[src/rtl/chop_pkg.sv]
// rtl/chop_pkg.sv - shared defaults and configuration check for the chopper generator
package chop_pkg;

  localparam int CNT_W   = 32;
  localparam int HOLD_W  = 8;
  localparam int DLY_MAX = 8;

  // A period needs at least two cycles and both phases must be non-empty.
  function automatic logic cfg_valid(input logic [CNT_W-1:0] chg,
                                     input logic [CNT_W-1:0] mx);
    return (mx >= CNT_W'(2)) && (chg != '0) && (chg < mx);
  endfunction

endpackage

[src/rtl/chop_dly_line.sv]
// rtl/chop_dly_line.sv - fixed-depth shift line with a run-time selectable tap
module chop_dly_line #(
  parameter int W       = 17,
  parameter int DLY_MAX = 8,
  parameter int TAP_W   = 4
) (
  input  logic             clk,
  input  logic             reset,
  input  logic [W-1:0]     src,
  input  logic [TAP_W-1:0] tap,
  output logic [W-1:0]     tapped
);

  logic [W-1:0]     line [DLY_MAX];
  logic [TAP_W-1:0] tap_c;

  always_ff @(posedge clk) begin
    if (reset) begin
      for (int k = 0; k < DLY_MAX; k++) line[k] <= '0;
    end else begin
      line[0] <= src;
      for (int k = 1; k < DLY_MAX; k++) line[k] <= line[k-1];
    end
  end

  // Tap 0 is a straight pass-through; taps beyond the line depth clamp to the last stage.
  always_comb begin
    tap_c  = (tap > TAP_W'(DLY_MAX)) ? TAP_W'(DLY_MAX) : tap;
    tapped = src;
    for (int k = 0; k < DLY_MAX; k++) begin
      if (tap_c == TAP_W'(k + 1)) tapped = line[k];
    end
  end

endmodule

[src/rtl/chop_gen_mc.sv]
// rtl/chop_gen_mc.sv - multi-channel chopper generator with shadowed config, hold window and output delay
module chop_gen_mc #(
  parameter int N_CH    = 16,
  parameter int CNT_W   = chop_pkg::CNT_W,
  parameter int HOLD_W  = chop_pkg::HOLD_W,
  parameter int DLY_MAX = chop_pkg::DLY_MAX,
  parameter int DSEL_W  = 4
) (
  input  logic              clk,
  input  logic              reset,
  input  logic              chop_en,
  input  logic [N_CH-1:0]   chop_default,
  input  logic [N_CH-1:0]   phase_inv,
  input  logic [CNT_W-1:0]  change_count,
  input  logic [CNT_W-1:0]  max_count,
  input  logic [HOLD_W-1:0] hold_samples,
  input  logic [DSEL_W-1:0] dly_sel,
  output logic [N_CH-1:0]   chop_o,
  output logic [N_CH-1:0]   chop_dly_o,
  output logic              data_hold_o,
  output logic              period_strb_o,
  output logic              cfg_err_o
);
  import chop_pkg::*;

  logic [CNT_W-1:0]  cnt;
  logic [CNT_W-1:0]  sh_chg;
  logic [CNT_W-1:0]  sh_max;
  logic [HOLD_W-1:0] sh_hold;
  logic [N_CH-1:0]   sh_lvl;
  logic [HOLD_W-1:0] hold_cnt;
  logic [N_CH-1:0]   in_lvl;
  logic              run;
  logic              valid;
  logic              wrap;
  logic              change;
  logic              sh_load;
  logic              hold_r;

  assign in_lvl  = chop_default ^ phase_inv;
  assign valid   = cfg_valid(sh_chg, sh_max);
  assign wrap    = run && (cnt == sh_max - CNT_W'(1));
  assign change  = run && (cnt == sh_chg - CNT_W'(1));
  assign sh_load = !chop_en || !valid || wrap;
  assign hold_r  = (hold_cnt != '0);

  // Config only moves into the shadows at period boundaries, while idle, or while unusable.
  always_ff @(posedge clk) begin
    if (reset) begin
      sh_chg  <= '0;
      sh_max  <= '0;
      sh_hold <= '0;
      sh_lvl  <= '0;
    end else if (sh_load) begin
      sh_chg  <= change_count;
      sh_max  <= max_count;
      sh_hold <= hold_samples;
      sh_lvl  <= in_lvl;
    end
  end

  always_ff @(posedge clk) begin
    if (reset) begin
      cnt           <= '0;
      chop_o        <= '0;
      hold_cnt      <= '0;
      period_strb_o <= 1'b0;
      cfg_err_o     <= 1'b0;
      run           <= 1'b0;
    end else begin
      cfg_err_o <= !valid;
      if (!chop_en || !valid) begin
        cnt           <= '0;
        chop_o        <= sh_lvl;
        hold_cnt      <= '0;
        period_strb_o <= 1'b0;
        run           <= 1'b0;
      end else if (!run) begin
        run           <= 1'b1;
        cnt           <= '0;
        chop_o        <= sh_lvl;
        hold_cnt      <= sh_hold;
        period_strb_o <= 1'b1;
      end else if (wrap) begin
        // The shadows reload on this same edge, so the new period takes the incoming config.
        cnt           <= '0;
        chop_o        <= in_lvl;
        hold_cnt      <= hold_samples;
        period_strb_o <= 1'b1;
      end else begin
        cnt           <= cnt + CNT_W'(1);
        period_strb_o <= 1'b0;
        if (change) begin
          chop_o   <= ~sh_lvl;
          hold_cnt <= sh_hold;
        end else if (hold_r) begin
          hold_cnt <= hold_cnt - HOLD_W'(1);
        end
      end
    end
  end

  chop_dly_line #(
    .W       (N_CH + 1),
    .DLY_MAX (DLY_MAX),
    .TAP_W   (DSEL_W)
  ) u_dly (
    .clk    (clk),
    .reset  (reset),
    .src    ({hold_r, chop_o}),
    .tap    (dly_sel),
    .tapped ({data_hold_o, chop_dly_o})
  );

endmodule

[config.mk]
export PLATFORM = sky130hd
export DESIGN_NAME = chop_gen_mc
export DESIGN_NICKNAME = d
export VERILOG_FILES = /design/src/rtl/chop_pkg.sv /design/src/rtl/chop_dly_line.sv /design/src/rtl/chop_gen_mc.sv
export SDC_FILE = /design/constraint.sdc
export NUM_CORES = 1
export LEC_CHECK = 0
export ABC_CLOCK_PERIOD_IN_PS = 3800
export BUFFER_PORTS_ARGS = -buffer_cell sky130_fd_sc_hd__buf_2
export CAP_MARGIN = 25
export CORE_ASPECT_RATIO = 0.6
export CORE_MARGIN = 5
export CORE_UTILIZATION = 35
export CTS_CLUSTER_SIZE = 12
export DETAILED_ROUTE_END_ITERATION = 8
export GPL_TIMING_DRIVEN = 0
export HOLD_SLACK_MARGIN = 0.02
export PLACE_DENSITY = 0.6
export SYNTH_ARGS = -nofsm -noshare
export SYNTH_HDL_FRONTEND = slang
export SYNTH_HIERARCHICAL = 1
export SYNTH_SLANG_ARGS = --single-unit
[constraint.sdc]
create_clock -name clk -period 3.8 [get_ports clk]
set_input_delay 0.38 -clock clk [delete_from_list [all_inputs] [get_ports clk]]
set_output_delay 0.38 -clock clk [all_outputs]
set_load 0.1 [all_outputs]
==> impl_metrics.yaml <==
place:
  pre_cts_slack_ns: -1.08
  portBuffers: 142
  gp_congestion: 0.948
  dp.cells: 2485
  dp_hpwl_um: 45000
worst_setup_path:
  r2r_start: "sh_max[10]"
  crit_path_max_fanout: 8
  cp-end-kind: "register"
  worstPathRequired_ns: 4.27
  regToRegSetupSlack_ns: 0.06
  crit_path_start_kind: "register"
  critPathKind: "register to register"
  reg2reg_to: "cnt[27]"
  cp.arrival_ns: 4.20
  r2r_cells: 10
floorplan:
  io_pins: 146
  dieArea_mm2: 0.0477
  coreArea_mm2: 0.0430
  start_util_pct: 35.2
  die_h_um: 171
  rows: 59
  die_x_um: 279
clock_tree:
  cts-root-buf: "clkbuf_16"
  clk_latency_ns: 0.59
  tritoncts: "done"
  ctsLongestPathBuffers: 3
  cts_inserted_buffers: 30
  htreeDepth: 1
  cts.sinks: 283
  ctsHoldBuffers: 0
  clkTransAtPathRegs_ns: 0.06
global_routing:
  grt_max_degree: 16
  overflow: 0
  grt_pass1_vias: 13400
  grt_pass1_wl_um: 84600
  grt_antenna_before_repair: 3
  grtUsageTotal_pct: 23.0
logic_synthesis:
  synth_ff_type: "dfxtp_1"
  ys.warnings.count: 6
  synth_cells: 1762
  synthDistinctLibCells: 83
  async_flop_share_pct: 0
  yosysSeqAreaShare_pct: 37.4
  synth_edf_count: 0
  synth_top_cell_area_share_pct: 37.4
  synth_top_area_cell: "dfxtp_1"
  syn_area_per_cell_um2: 8.60
  synth_area_leaders: "dfxtp_1 (37%), nor2b_1 (6.2%), xor2_1 (4.0%), a21oi_1 (3.8%), xnor2_1 (3.7%)"
  syn_area_mm2: 0.0152
  synth_nets: 1910
  ys_ff_latch: 283
flow_run:
  maxCapViolations: 0
layout:
  layout.nets: 2091
  syn_to_final_growth_pct: 20.0
  final_cell_count_no_fill: 2542
  nFillCells: 4264
  layout-drive-gt1-share_pct: 19.1
sta:
  maxSlewHeadroom_pct: 33.2
  fmax_mhz: 268
  hold_viol: 0
  worstMarginPinSlew_ns: 1.00
  setup_viol_count_final: 0
  skew_ns: 0.0193
  fin_ws_ns: 0.0636
  fin_crit_ns: 3.74
  period_share_pct: 98.3
  slew_viol_final: 0
status:
  status: "complete, no violations"
routing:
  viasPerCell: 5.71
  num_vias: 14500
  drt-total-wl_um: 58200
  wl_per_cell_um: 22.9
  route.detailed.drc: 0
  dr.pass1.iters: 5
  ant_nets: 0
  drtIter0Drc: 1428
min_path:
  whs_path_depth: 3
  worstHoldPathType: "input port to register"
  hold_end: "sh_max[19]"
  hold_start: "max_count[19]"
power:
  ir_drop_mv: 0.357
  cellLeakagePower_nw: 6.85
  p_per_area_mw_per_mm2: 503
  report.power.total_w: 0.00915
[cells by family (layout without fill, tap and decap cells)]
logic type,Yosys count,in the layout,share of synthesized area [%]
compound gates,406,406,17.3
xor+xnor,134,134,7.75
fa+ha+maj,37,37,3.06
buf+inv,199,397,5.73
flops,283,283,37.4
mux,41,41,4.50
other cells,0,3,0
simple gates,662,662,24.3
[sequential cells by signal, indices dropped and copies added (netlist names), 8 cells and up]
name        count
sh_lvl         16
u_dly/line    136
sh_chg         32
sh_max         32
chop_o         16
sh_hold         8
cnt            32
hold_cnt        8
[per-layer routing]
metal  up-vias  part of all wire, %  global-route usage, %
met5         -                    0                      0
li1       6710                    -                      -
met1      7072                   49                   36.6
met3        69                  9.5                   4.95
met4         0                  2.2                   4.88
met2       655                   39                   31.5
[synthesized netlist by cell type (13+ instances only)]
cell	n
a21o_1	18
nor3_1	52
a211oi_1	26
clkbuf_1	90
mux2i_1	16
buf_2	21
nor4_1	26
ha_1	37
xor2_1	70
nand3_1	108
buf_4	13
inv_1	61
a21oi_1	115
nor2_1	122
o21ai_0	20
or4_1	20
dfxtp_1	283
nand2_1	66
nand4_1	28
a31oi_1	29
xnor2_1	64
o2bb2ai_1	14
o21ai_1	80
nor2b_1	149
[how the worst max path moves through the flow]
stage | startpoint | end | depth (start not counted)
after detailed placement | sh_max[0] | sh_chg[13] | 15
after floorplan | sh_max[0] | cnt[15] | 14
after CTS | sh_max[0] | sh_chg[13] | 13
after global placement | sh_max[0] | sh_chg[13] | 15
final | sh_max[10] | cnt[27] | 10
after global routing | sh_chg[2] | chop_o[11] | 11
[layout by cell type (no fill, tap or decap), types with 9 or more instances in the layout]
cell type and count:
buf_2 160, buf_4 26, nand4_1 28, nand2b_1 9, nor4_1 19, a311oi_1 12, dfxtp_1 274, xnor2_1 64
buf_6 12, a31oi_1 29, clkbuf_16 31, o22ai_1 9, mux2i_1 16, clkbuf_1 64, a211oi_1 14, a21oi_1 115
clkbuf_2 13, nor2_1 120, ha_1 35, a211oi_2 11, mux4_2 12, nor4_2 10, nor3_1 48, o21ai_1 81
or4_1 16, nor2b_1 149, nand3_1 108, o21ai_0 19, xor2_1 69, inv_1 59, nand2_1 66, o2bb2ai_1 13
a21o_1 18, and3_1 11
[critical path, cell delays in order (launching register included)]
cell and delay [ns]:
dfxtp_1 0.46, nor4_4 0.49, a41oi_1 0.29, a2111oi_4 0.41, o41ai_2 0.13, or4_4 0.56
or4_4 0.62, nor2_8 0.14, nand3b_4 0.26, buf_4 0.18, nor2_1 0.05
[metrics by stage]
stage          utilization, %  TNS [ns]  instance area (um^2)  hold slack, ns
2_1_floorplan               -         0                 15200           0.416
3_3_place_gp             38.5   -109.32                 16600           0.436
3_5_place_dp             38.6   -116.07                 16600           0.448
4_1_cts                  41.4         0                 17800          0.0474
5_1_grt                  42.2    -0.938                 18200          0.0561
6_report                 42.2         0                 18200          0.0571
[layout make-up]
| cell class | count | area (um^2) | share of cell area (%) |
|---|---|---|---|
| sequential | 283 | 5680 | 31.2 |
| antenna | 3 | 7.51 | 0.0413 |
| multi-input combinational | 1280 | 8970 | 49.4 |
| tap | 579 | 724 | 3.98 |
| buffer | 120 | 651 | 3.58 |
| inverter | 62 | 236 | 1.30 |
| clock buffer | 43 | 880 | 4.84 |
| timing repair buffer | 166 | 935 | 5.14 |
| clock inverter | 6 | 95.1 | 0.523 |
[timing repair]
item / CTS / global route
cloned: 0 / 3
endpoints found under the setup margin: 146 / 146
gates resized for setup: 50 / 71
pin swaps: 7 / 16
setup buffers: 9 / 10
[power by group]
part	internal, W	switching, W	total [W]
Clock	0.00172	0.00124	0.00297
Sequential	0.00318	0.000357	0.00353
Combinational	0.000945	0.00170	0.00265
No activity file was read; power rests on OpenSTA's default activity.
